==> src/rtl/fp_pkg.sv <==
// Definitions shared by the custom-float datapath blocks: bias, flag bit positions,
// sequencer states and special-value constructors.
package fp_pkg;

    localparam int FLAG_UF = 0;
    localparam int FLAG_OV = 1;
    localparam int FLAG_NV = 2;

    typedef enum logic [1:0] {
        ST_IDLE,
        ST_PREP,
        ST_DIV,
        ST_ROUND
    } state_t;

    typedef enum logic [1:0] {
        SP_NONE,
        SP_NAN,
        SP_INF,
        SP_ZERO
    } spec_t;

    function automatic int fp_bias(input int exp_w);
        return (1 << (exp_w - 1)) - 1;
    endfunction

    // Constructors return a 64-bit word; callers size-cast down to their own format.
    function automatic logic [63:0] fp_inf(input int exp_w, input int fra_w, input logic sign);
        return (64'(sign) << (exp_w + fra_w)) | (((64'd1 << exp_w) - 64'd1) << fra_w);
    endfunction

    function automatic logic [63:0] fp_qnan(input int exp_w, input int fra_w);
        return (((64'd1 << exp_w) - 64'd1) << fra_w) | (64'd1 << (fra_w - 1));
    endfunction

    function automatic logic [63:0] fp_zero(input int exp_w, input int fra_w, input logic sign);
        return 64'(sign) << (exp_w + fra_w);
    endfunction

endpackage

==> src/rtl/cdiv_mant.sv <==
// Iterative restoring divider on (FRA+1)-bit significands; one quotient bit per clock,
// FRA+3 bits total (integer, fraction, guard, round) plus a sticky from the remainder.
module cdiv_mant
    import fp_pkg::*;
#(
    parameter int FRA = 10
) (
    input  logic           clk,
    input  logic           aresetn,
    input  logic           start,
    input  logic [FRA:0]   ma,
    input  logic [FRA:0]   mb,
    output logic           done,
    output logic [FRA+2:0] q,
    output logic           sticky
);

    localparam int N  = FRA + 3;
    localparam int CW = $clog2(N + 1);

    logic [CW-1:0]  r_cnt;
    logic [FRA+1:0] r_rem;
    logic [FRA:0]   r_div;
    logic [FRA+2:0] r_q;

    logic           w_ge;
    logic [FRA+1:0] w_diff;
    logic [FRA+1:0] w_next;

    assign w_ge   = r_rem >= {1'b0, r_div};
    assign w_diff = r_rem - {1'b0, r_div};
    assign w_next = w_ge ? w_diff : r_rem;

    always_ff @(posedge clk) begin
        if (!aresetn) begin
            r_cnt <= '0;
        end else if (start) begin
            r_cnt <= CW'(N);
        end else if (r_cnt != '0) begin
            r_cnt <= r_cnt - CW'(1);
        end
    end

    // The partial remainder stays below the divisor, so the doubled value always fits.
    always_ff @(posedge clk) begin
        if (start) begin
            r_rem <= {1'b0, ma};
            r_div <= mb;
            r_q   <= '0;
        end else if (r_cnt != '0) begin
            r_rem <= w_next << 1;
            r_q   <= {r_q[FRA+1:0], w_ge};
        end
    end

    // High while the final quotient bit resolves on the coming edge.
    assign done   = (r_cnt == CW'(1));
    assign q      = r_q;
    assign sticky = |r_rem;

endmodule

==> src/rtl/cdiv.sv <==
// Sequential custom-float divider Y = A / B: unpack and special-case in PREP, restoring
// significand division in DIV, normalise and round-to-nearest-even in ROUND.
module cdiv
    import fp_pkg::*;
#(
    parameter int EXP = 5,
    parameter int FRA = 10
) (
    input  logic               clk,
    input  logic               aresetn,
    input  logic               valid,
    input  logic [EXP+FRA:0]   A,
    input  logic [EXP+FRA:0]   B,
    output logic               in_ready,
    output logic               out_valid,
    output logic [EXP+FRA:0]   Y,
    output logic [2:0]         flag
);

    localparam int W  = EXP + FRA + 1;
    localparam int EW = EXP + 2;
    localparam logic signed [EW-1:0] BIAS  = EW'(fp_bias(EXP));
    localparam logic signed [EW-1:0] EMAX  = EW'((1 << EXP) - 1);
    localparam logic signed [EW-1:0] EONE  = EW'(1);
    localparam logic signed [EW-1:0] EZERO = '0;

    function automatic logic rne_up(input logic g, input logic r, input logic s, input logic lsb);
        return g & (r | s | lsb);
    endfunction

    function automatic logic [2:0] flag_of(input int idx);
        logic [2:0] f;
        f      = '0;
        f[idx] = 1'b1;
        return f;
    endfunction

    state_t                 r_state;
    logic                   r_in_ready;
    logic                   r_out_valid;
    logic [W-1:0]           r_y;
    logic [2:0]             r_flag;
    logic [W-1:0]           r_a;
    logic [W-1:0]           r_b;
    spec_t                  r_spec;
    logic                   r_sign;
    logic signed [EW-1:0]   r_exp;

    logic                   w_sa, w_sb;
    logic [EXP-1:0]         w_ea, w_eb;
    logic [FRA-1:0]         w_fa, w_fb;
    logic                   w_a_zero, w_a_inf, w_a_nan;
    logic                   w_b_zero, w_b_inf, w_b_nan;
    spec_t                  w_spec;
    logic signed [EW-1:0]   w_e_prep;
    logic                   w_start;
    logic                   w_done;
    logic [FRA+2:0]         w_q;
    logic                   w_sticky;

    assign {w_sa, w_ea, w_fa} = r_a;
    assign {w_sb, w_eb, w_fb} = r_b;

    // Subnormals are treated as zero: only the exponent field decides zero-ness.
    assign w_a_zero = (w_ea == '0);
    assign w_b_zero = (w_eb == '0);
    assign w_a_inf  = (&w_ea) && (w_fa == '0);
    assign w_b_inf  = (&w_eb) && (w_fb == '0);
    assign w_a_nan  = (&w_ea) && (w_fa != '0);
    assign w_b_nan  = (&w_eb) && (w_fb != '0);

    always_comb begin
        w_spec = SP_NONE;
        if (w_a_nan || w_b_nan || (w_a_zero && w_b_zero) || (w_a_inf && w_b_inf)) begin
            w_spec = SP_NAN;
        end else if (w_b_zero || w_a_inf) begin
            w_spec = SP_INF;
        end else if (w_a_zero || w_b_inf) begin
            w_spec = SP_ZERO;
        end
    end

    assign w_e_prep = $signed({2'b00, w_ea}) - $signed({2'b00, w_eb}) + BIAS;
    assign w_start  = (r_state == ST_PREP);

    cdiv_mant #(
        .FRA(FRA)
    ) u_mant (
        .clk    (clk),
        .aresetn(aresetn),
        .start  (w_start),
        .ma     ({1'b1, w_fa}),
        .mb     ({1'b1, w_fb}),
        .done   (w_done),
        .q      (w_q),
        .sticky (w_sticky)
    );

    logic [FRA:0]           w_mant;
    logic                   w_g, w_r, w_up;
    logic signed [EW-1:0]   w_e_n, w_e_r;
    logic [FRA+1:0]         w_mant_r;
    logic [FRA-1:0]         w_frac;
    logic [W-1:0]           w_y;
    logic [2:0]             w_flag;

    always_comb begin
        if (w_q[FRA+2]) begin
            w_mant = w_q[FRA+2:2];
            w_g    = w_q[1];
            w_r    = w_q[0];
            w_e_n  = r_exp;
        end else begin
            w_mant = w_q[FRA+1:1];
            w_g    = w_q[0];
            w_r    = 1'b0;
            w_e_n  = r_exp - EONE;
        end
        w_up     = rne_up(w_g, w_r, w_sticky, w_mant[0]);
        w_mant_r = {1'b0, w_mant} + {{(FRA+1){1'b0}}, w_up};
        if (w_mant_r[FRA+1]) begin
            w_e_r  = w_e_n + EONE;
            w_frac = w_mant_r[FRA:1];
        end else begin
            w_e_r  = w_e_n;
            w_frac = w_mant_r[FRA-1:0];
        end
    end

    always_comb begin
        w_y    = {r_sign, w_e_r[EXP-1:0], w_frac};
        w_flag = '0;
        case (r_spec)
            SP_NAN: begin
                w_y    = W'(fp_qnan(EXP, FRA));
                w_flag = flag_of(FLAG_NV);
            end
            SP_INF: begin
                w_y    = W'(fp_inf(EXP, FRA, r_sign));
                w_flag = flag_of(FLAG_OV);
            end
            SP_ZERO: begin
                w_y    = W'(fp_zero(EXP, FRA, r_sign));
                w_flag = flag_of(FLAG_UF);
            end
            default: begin
                if (w_e_r >= EMAX) begin
                    w_y    = W'(fp_inf(EXP, FRA, r_sign));
                    w_flag = flag_of(FLAG_OV);
                end else if (w_e_r <= EZERO) begin
                    w_y    = W'(fp_zero(EXP, FRA, r_sign));
                    w_flag = flag_of(FLAG_UF);
                end
            end
        endcase
    end

    always_ff @(posedge clk) begin
        if (valid && r_in_ready) begin
            r_a <= A;
            r_b <= B;
        end
        if (r_state == ST_PREP) begin
            r_spec <= w_spec;
            r_sign <= w_sa ^ w_sb;
            r_exp  <= w_e_prep;
        end
    end

    always_ff @(posedge clk) begin
        if (!aresetn) begin
            r_state     <= ST_IDLE;
            r_in_ready  <= 1'b1;
            r_out_valid <= 1'b0;
            r_y         <= '0;
            r_flag      <= '0;
        end else begin
            r_out_valid <= 1'b0;
            case (r_state)
                ST_IDLE: begin
                    if (valid) begin
                        r_state    <= ST_PREP;
                        r_in_ready <= 1'b0;
                    end
                end
                ST_PREP: begin
                    r_state <= ST_DIV;
                end
                ST_DIV: begin
                    if (w_done) begin
                        r_state <= ST_ROUND;
                    end
                end
                ST_ROUND: begin
                    r_y         <= w_y;
                    r_flag      <= w_flag;
                    r_out_valid <= 1'b1;
                    r_in_ready  <= 1'b1;
                    r_state     <= ST_IDLE;
                end
                default: begin
                    r_state    <= ST_IDLE;
                    r_in_ready <= 1'b1;
                end
            endcase
        end
    end

    assign in_ready  = r_in_ready;
    assign out_valid = r_out_valid;
    assign Y         = r_y;
    assign flag      = r_flag;

endmodule

==> config.mk <==
export PLATFORM = sky130hd
export DESIGN_NAME = cdiv
export DESIGN_NICKNAME = d
export VERILOG_FILES = /design/src/rtl/fp_pkg.sv /design/src/rtl/cdiv_mant.sv /design/src/rtl/cdiv.sv
export SDC_FILE = /design/constraint.sdc
export NUM_CORES = 1
export LEC_CHECK = 0
export ABC_AREA = 1
export CAP_MARGIN = 20
export CORE_ASPECT_RATIO = 2
export CORE_UTILIZATION = 30
export CTS_CLUSTER_DIAMETER = 200
export CTS_CLUSTER_SIZE = 10
export DETAILED_ROUTE_END_ITERATION = 16
export PLACE_DENSITY_LB_ADDON = 0.05
export SYNTH_ARGS = -nofsm -noshare
export SYNTH_HDL_FRONTEND = slang
export SYNTH_HIERARCHICAL = 1
export SYNTH_SLANG_ARGS = --single-unit
==> constraint.sdc <==
create_clock -name clk -period 5 [get_ports clk]
set_clock_uncertainty 0.2 [all_clocks]
set_input_delay 1.25 -clock clk [delete_from_list [all_inputs] [get_ports clk]]
set_output_delay 1.25 -clock clk [all_outputs]
set_load 0.01 [all_outputs]
==> run summary, run 1 <==
The run finished with clean final reports. In this run the mean area of a mapped cell was 8.108 um^2. Headroom to the max-slew limit came out at 39.76%.

The die is 204.7 um tall. Clock tree synthesis found a total of 105 sinks. The clock slew at the register clock pins of the worst setup and hold paths was 0.07 ns. From synthesis to final layout, the design area changed by 18.27%.

The logs give 37 for the maximum number of pins on one net before global-route repair and 6 for the number of synthesis warnings. The distinct cell type count of the synthesized netlist came out at 46. The run gives 12.22 mm as the detailed placement HPWL. Of the post-synthesis cell area, the dominant cell type holds 31.19%. For the worst setup path, the data required time is 5.10 ns.

For the final count of pins violating max slew, the log shows 0. Gate family responsible for the most delay along the worst path: simple AND/OR/NAND/NOR gates. The endpoint identified for the worst register-to-register timing path is Y[9]. The fraction of final layout cells sized beyond drive strength 1 is 9.842%. The number of post-CTS setup repair buffers is 0. The slowest cell on the critical path was dfxtp_1.

Final count of hold timing violations: 0. The leakage dissipation was 3.158 nW; the overall routing resource usage was 15.23%. For this block, the via count after detailed routing is 4948. At the pin with the least slew margin, the transition time is 0.9026 ns. The number of antenna violations at the first check in global routing was 0.

For the register area share after synthesis, the log shows 44.51%. Excluding fillers, the count of instances in the completed layout stands at 1085. The synthesized instance count was 760; the placeable core region was 20000 um^2. The run gives 0 as the setup violation total in the final timing report.

The internal power of the cells totals 2.346 mW. The detailed-route vias per instance is 4.560. Class of the worst hold path: flop to flop.

In this run the cell area of the synthesized design comes to 6162 um^2. The die covers 21150 um^2. The detailed router finished its first iteration with 91 violations. Class of the most critical setup path: flop to flop. Once the clock tree was built, the resizer swapped 0 gates to a different size. For this run, the slowest stage of the critical path takes 0.84 ns.

The tools report the total I/O pin count as 56. Setup repair after global routing left no endpoint under its margin. Register bit count reported by yosys: 105.

The tools report the level count of the clock H-tree as 3. The number of search-and-repair iterations in the first detailed-routing pass was 4. Worst hold endpoint: u_mant/r_div[4]. Final antenna diode count: 0. Leaving out fill and tap cells, the most frequent cells in the layout are nand2_1 (211), inv_1 (119), edfxtp_1 (64). The run gives 2108 as the number of inserted filler cells in the final layout. The tools report the slack of the worst reg-to-reg path as 1.93 ns. The arrival time at the worst endpoint is 3.16 ns, and the highest ir drop seen on vdd is 199.6 uV. The run gives 0 as the post-route DRC violation count. TritonCTS built the clock tree.

The routed design could run at a clock period as short as 3.069 ns. The via count of the first global-routing pass is 5042. In the final timing run, aggregate negative setup slack is 0 ns. The first-pass GRT wire length is 23.74 mm.

The share of the cycle needed by the critical path after routing was 61.38%. Traced cell by cell, the critical path runs through inv_2, nand2_1, nand2_1, nand2_1, inv_1, ha_1, nand2_1, nor2_1, nand4_1, nor2_1, nand2_1, o21ai_0, nand2_1, nand2_1, a21oi_1, nand3_1, a21oi_1. The tree is rooted in a clkbuf_16.

Of the total power, combinational logic draws 49.4%. Switching power: 1.865 mW. The worst-case reg-to-reg path depth was 17; the last weighted congestion value of the routability-driven placer was 0.8307.

Hold timing on the final database bottoms out at a slack of 0.2521 ns. The worst setup path is captured at a flop. The tool flagged a number of max-cap violations equal to 0. Wires add up to 14.92 mm.

In this run, the clock network consumes 17.0% of the power. In the final routed layout, each cell accounts on average for 13.75 um. The count of buffers added on input and output ports is 55. For this configuration, the core starts out at a cell density of 30.81%. The worst register-to-register path begins at u_mant/q[12]. The die extent in x came out at 103.3 um. The synthesized design spends more area on one cell type than any other, namely edfxtp_1. The layout net count is 885, and the largest fanout of any net on the critical path is 23. Registers are responsible for 33.7% of the overall power. After global routing the overflow that remains totals 0. After synthesis, the cell types taking the most area are edfxtp_1 (31%), dfxtp_1 (13%), nand2_1 (13%), inv_1 (7.2%), ha_1 (6.1%).

At the later pin of the worst-skew pair, clock insertion delay measures 0.36 ns. The tools report the number of cells in the design after placement as 1069. The critical path's most frequent cell is nand2_1. The longest clock path from root to sink contains 2 buffers.

Leaving out fill and tap cells, the most frequent cell in the layout is nand2_1. In this run switching power makes up 44.29% of total power. The worst hold path was traced through 0 stages.

Startpoint class of the critical path: a flop. The number of placement rows came out at 73. Static timing analysis puts the maximum clock frequency at 0.3259 GHz. The logs give 0 for the count of hold buffers inserted by post-cts repair and 9 for the total CTS buffers.

Power spread over the standard cell area amounts to 577.8 nW/um^2. Counting both buffers and inverters, the worst setup path holds a total of 2. The origin of the worst min-delay path is r_b[4]. In this run the remaining antenna-violating nets after routing total 0.
## power groups by stage
stage / Clock (mW) / Combinational (mW) / Sequential (mW)
after CTS: 0.745 / 2.12 / 1.42
after global placement: 0 / 2.09 / 1.44
final: 0.715 / 2.08 / 1.42
after detailed placement: 0 / 2.11 / 1.44
after global routing: 0.774 / 2.37 / 1.45
after floorplan: 0 / 1.64 / 1.38
## state kept, by name, indices dropped and copies added, names as in the netlist
name,flops
u_mant/r_cnt,4
u_mant/r_div,11
Y,16
r_exp,7
r_state,2
r_b,16
out_valid,1
r_spec,2
r_a,16
r_sign,1
u_mant/q,13
flag,3
in_ready,1
u_mant/r_rem,12
## cell type report
type | instances | area (um^2) | share of cell area [%]
Multi-Input combinational cell | 515 | 2843 | 39.00
Sequential cell | 105 | 2743 | 37.63
Timing Repair Buffer | 58 | 593.1 | 8.137
Inverter | 129 | 486.7 | 6.678
Tap cell | 262 | 327.8 | 4.498
Clock buffer | 10 | 229.0 | 3.142
Clock inverter | 6 | 66.31 | 0.9099
## cells in the mapped netlist, drive strengths merged
library cell  instances
nand4                13
a31o                  1
nand2               237
or2                   1
buf                   9
edfxtp               64
clkinv                2
nand3                60
nor3b                 1
ha                   30
nor2                 51
conb                  1
o22ai                13
xnor2                 5
and2                  1
xor2                 10
a41oi                 1
o32ai                 1
o21ai                29
dfxtp                41
clkbuf                3
nor3                  7
o22a                  1
nor4                  8
nand3b                4
a21o                  1
a21boi                5
fa                    2
a31oi                 3
o31ai                 2
a21oi                24
inv                 127
o211ai                1
a221oi                1
## routing by layer
layer | vias to the layer above | GRT usage [%] | share of wire [%] | routed length, um
li1 | 2584 | - | - | -
met1 | 2269 | 12.38 | 32 | 4782
met2 | 79 | 33.18 | 64 | 9532
met3 | 16 | 1.774 | 1.8 | 273
met4 | 0 | 6.590 | 2.2 | 329
met5 | - | 0 | 0 | 0
## worst register-to-register path, delay by kind of cell, from the launching register on
family | cells | cell delay (ns)
buf+inv | 2 | 0.36
compound gates | 3 | 0.37
simple gates | 11 | 1.05
flops | 1 | 0.84
fa+ha+maj | 1 | 0.19
## stage by stage
stage	worst slack [ns]	instance area [um^2]	utilization (%)	total power [mW]
2_1_floorplan	2.482	6166	-	3.013
3_3_place_gp	1.655	6965	34.82	3.528
3_5_place_dp	1.601	6993	34.96	3.555
4_1_cts	1.875	7288	36.44	4.292
5_1_grt	1.581	7288	36.44	4.595
6_report	1.931	7288	36.44	4.211
## how the worst max path moves through the flow
stage	start	end	slack, ns	cells after the start
after global routing	u_mant/q[12]	Y[9]	1.58	17
final	u_mant/q[12]	Y[9]	1.93	17
after global placement	aresetn	Y[0]	1.65	6
after detailed placement	aresetn	Y[5]	1.60	6
after floorplan	valid	r_a[0]	2.48	2
after CTS	u_mant/q[12]	Y[9]	1.87	17
## logic make-up after synthesis
logic type,synth area share [%]
flops,44.51
other cells,0.06086
xor+xnor,2.254
fa+ha+maj,6.741
simple gates,28.97
buf+inv,9.421
compound gates,8.041
Note: power is estimated with default switching activity, not from simulation.
==> run 2, diff against run 1 <==
clock period = 2.7 ns   (was 5 ns; I/O delays follow)
==> run 2 against run 1 <==
Compared with the run above:
- sequential share of layout area is 1.0 points lower
- wire length up 2.2%
- critical path depth fell by 3
- register-to-register slack got worse by 1.7 ns
- utilization rose by 0.99 points
- first-iteration DRC count up 38%
- hold slack worse by 0.0018 ns
- design area up 2.7%
- power increased by 94%
- via count grew 3.1%
- cell count up 1.8%
- critical endpoint is now Y[6]
==> run summary, run 2 (synthesized netlist as in run 1, its figures left out) <==
The run gives 3.270 nW (was 3.158 nW) as the leakage dissipation. The total number of vias came out at 5101 (was 4948). Class of the worst hold path: flop to flop (unchanged). The time the worst path needs with I/O delays and setup works out to 2.459 ns (was 3.069 ns).

The post-synthesis to final-layout area growth was 21.50% (was 18.27%). The first-pass GRT wire length was 24.61 mm (was 23.74 mm); the final setup TNS was 0 ns (unchanged). The placeable core region is 20000 um^2 (unchanged). Leading cell types in the layout, fill and taps excluded: nand2_1 (211), inv_1 (119), edfxtp_1 (64) (unchanged).

The total I/O pin count is 56 (unchanged), and the overall die area is 21150 um^2 (unchanged). The tools report the origin of the critical flop-to-flop path as r_exp[0] (was u_mant/q[12]). Share of the cycle needed by the critical path after routing: 91.07% (was 61.38%). The logs give 7487 um^2 (was 7288 um^2) for the cell area after layout and 0.35 ns (was 0.36 ns) for the clock insertion delay at the later pin of the skew report.

The die extent in x came out at 103.3 um (unchanged). The total area of multi-input combinational cells was 2873 um^2 (was 2843 um^2). The sum of routed wire length over all layers was 15.24 mm (was 14.92 mm); the setup violation total in the final timing report was 0 (unchanged).

Setup repair after global routing left no endpoint under its margin. Maximum buffer depth of the clock tree: 2 (unchanged). The number of search-and-repair iterations in the first detailed-routing pass is 6 (was 4).

The number of inserted filler cells in the final layout was 2074 (was 2108); the count of port buffers added during placement was 55 (unchanged). The tools report the final count of hold timing violations as 0 (unchanged). For the worst relative slew slack, the log shows 58.32% (was 39.76%). The clock slew at the register clock pins of the worst setup and hold paths is 0.07 ns (about the same), and the post-route DRC violation count is 0 (unchanged). The final count of pins violating max slew is 0 (unchanged), and the area occupied by registers is 2743 um^2 (unchanged). The logs give 9 (unchanged) for the total CTS buffers and 0.2412 ns (was 1.931 ns) for the smallest setup slack after layout. The slowest cell on the critical path was edfxtp_1 (was dfxtp_1). Core occupancy in the finished layout: 37.43% (was 36.44%). The commonest non-fill, non-tap cell in the layout was nand2_1 (unchanged). The post-placement cell area came out at 7128 um^2 (was 6993 um^2). The class of the most critical setup path is flop to flop (unchanged). TritonCTS built the clock tree. Buffer cell driving the clock tree root: clkbuf_16 (unchanged). The startpoint class of the critical path is a flop (unchanged). Detailed-route vias per instance: 4.616 (was 4.560). The overall power is 8.180 mW (was 4.211 mW), and the level count of the clock H-tree is 3 (unchanged).

The detailed placement HPWL came out at 12.75 mm (was 12.22 mm). The layout net count came out at 905 (was 885). The tools report the launch point of the worst path as r_exp[0] (was u_mant/q[12]).

The final antenna diode count was 0 (unchanged); the detail-routed net length per standard cell was 13.80 um (was 13.75 um). Cells along the critical path: inv_1, ha_1, o21ai_4, ha_4, nand3b_1, nand2_1, nand3_1, nand2_2, nor2_2, nand3_2, nand2_4, nand2_4, nand3_1, o21ai_1 (was inv_2, nand2_1, nand2_1, nand2_1, inv_1, ha_1, nand2_1, nor2_1, nand4_1, nor2_1, nand2_1, o21ai_0, nand2_1, nand2_1, a21oi_1, nand3_1, a21oi_1). The flow ran to the end, and the final reports show no timing, DRC or antenna violations. For the remaining antenna violation count after routing, the log shows 0 (unchanged).

The die boundary height was 204.7 um (unchanged); the required time at the worst-slack endpoint was 2.74 ns (was 5.10 ns). The worst slack after detailed placement came out at 0.04597 ns (was 1.601 ns). The count of hold buffers inserted by post-cts repair was 0 (unchanged); the largest fanout of any net on the critical path was 6 (was 23). The biggest cell delay along the critical path came out at 0.40 ns (was 0.84 ns).

The maximum number of pins on one net before global-route repair is 33 (was 37), and the via count of the first global-routing pass is 5287 (was 5042). The number of placement rows was 73 (unchanged). The number of antenna violations at the first check in global routing came out at 0 (unchanged). Type of destination of the critical path: a flop (unchanged). The power per cell area came out at 1093 nW/um^2 (was 577.8 nW/um^2). The origin of the worst min-delay path was r_b[8] (was r_b[4]). The tools report the overall routing resource usage as 15.64% (was 15.23%). The total clock sinks was 105 (unchanged); the slew of the pin with the lowest slew margin was 0.6195 ns (was 0.9026 ns). The fraction of final layout cells sized beyond drive strength 1 was 12.22% (was 9.842%). The maximum frequency from static timing analysis was 0.4067 GHz (was 0.3259 GHz); the starting density of the core was 30.81% (unchanged). For the DRC marker count from the first detailed-route iteration, the log shows 126 (was 91). The arrival time at the worst endpoint is 2.50 ns (was 3.16 ns), and the remaining global-route overflow is 0 (unchanged).

The last weighted congestion value of the routability-driven placer is 0.8567 (was 0.8307), and the highest ir drop seen on vdd is 375.2 uV (was 199.6 uV). For the number of maximum-capacitance violations, the log shows 0 (unchanged).
==> run 2: changes by cell type in the layout (fill, tap and decap cells not counted), sizes merged <==
cell	change
bufinv	+1
clkinvlp	-1
clkinv	+1
inv	-1
buf	+20
==> run 2: final timing paths <==
check                          to  slack (ns)  cells past startpoint
setup / recovery             Y[6]        0.24                     14
hold / removal    u_mant/r_div[8]        0.25                      0
setup reg to reg             Y[6]        0.24                     14
hold reg to reg   u_mant/r_div[8]        0.25                      0
==> run 2: power breakdown <==
| group | switching [mW] | internal, mW |
|---|---|---|
| sequential | 0.290 | 2.29 |
| combinational | 2.68 | 1.51 |
| clock | 0.603 | 0.817 |
| total | 3.57 | 4.61 |
==> run 2: layout make-up <==
type | count | area share (%)
repair buffers | 78 | 9.826
multi-input cells | 515 | 38.37
well taps | 262 | 4.378
inverters | 129 | 6.501
flip-flops and latches | 105 | 36.63
clock buffers | 10 | 3.058
clock inverters | 6 | 1.237
==> run 2: repair_timing <==
item / in CTS / in global routing
setup buffers: 0 / 1
endpoints found under the setup margin: 0 / 16
gates resized for setup: 0 / 5
endpoints found under the hold margin: 0 / 0
==> run 2: stage by stage <==
stage,cells,hold WS (ns)
global placement,1088,0.2317
CTS,1104,0.2546
finish,1105,0.2504
floorplan,761,0.2268
detailed placement,1088,0.2368
global route,1105,0.2620
==> run 2: critical path: cells and delay by family, from the launching register on <==
kind	cells	cell delay (ns)
AOI/OAI and AO/OA	2	0.31
adders and majority gates	2	0.52
buffers and inverters	1	0.06
DFF	1	0.40
and+or+nand+nor	9	0.86
==> run 2: metal layers <==
metal	GRT usage, %	vias to the layer above	wire length [um]
met3	2.081	33	304
li1	-	2628	-
met4	8.702	0	672
met1	12.57	2353	4812
met5	0	-	0
met2	33.14	87	9455
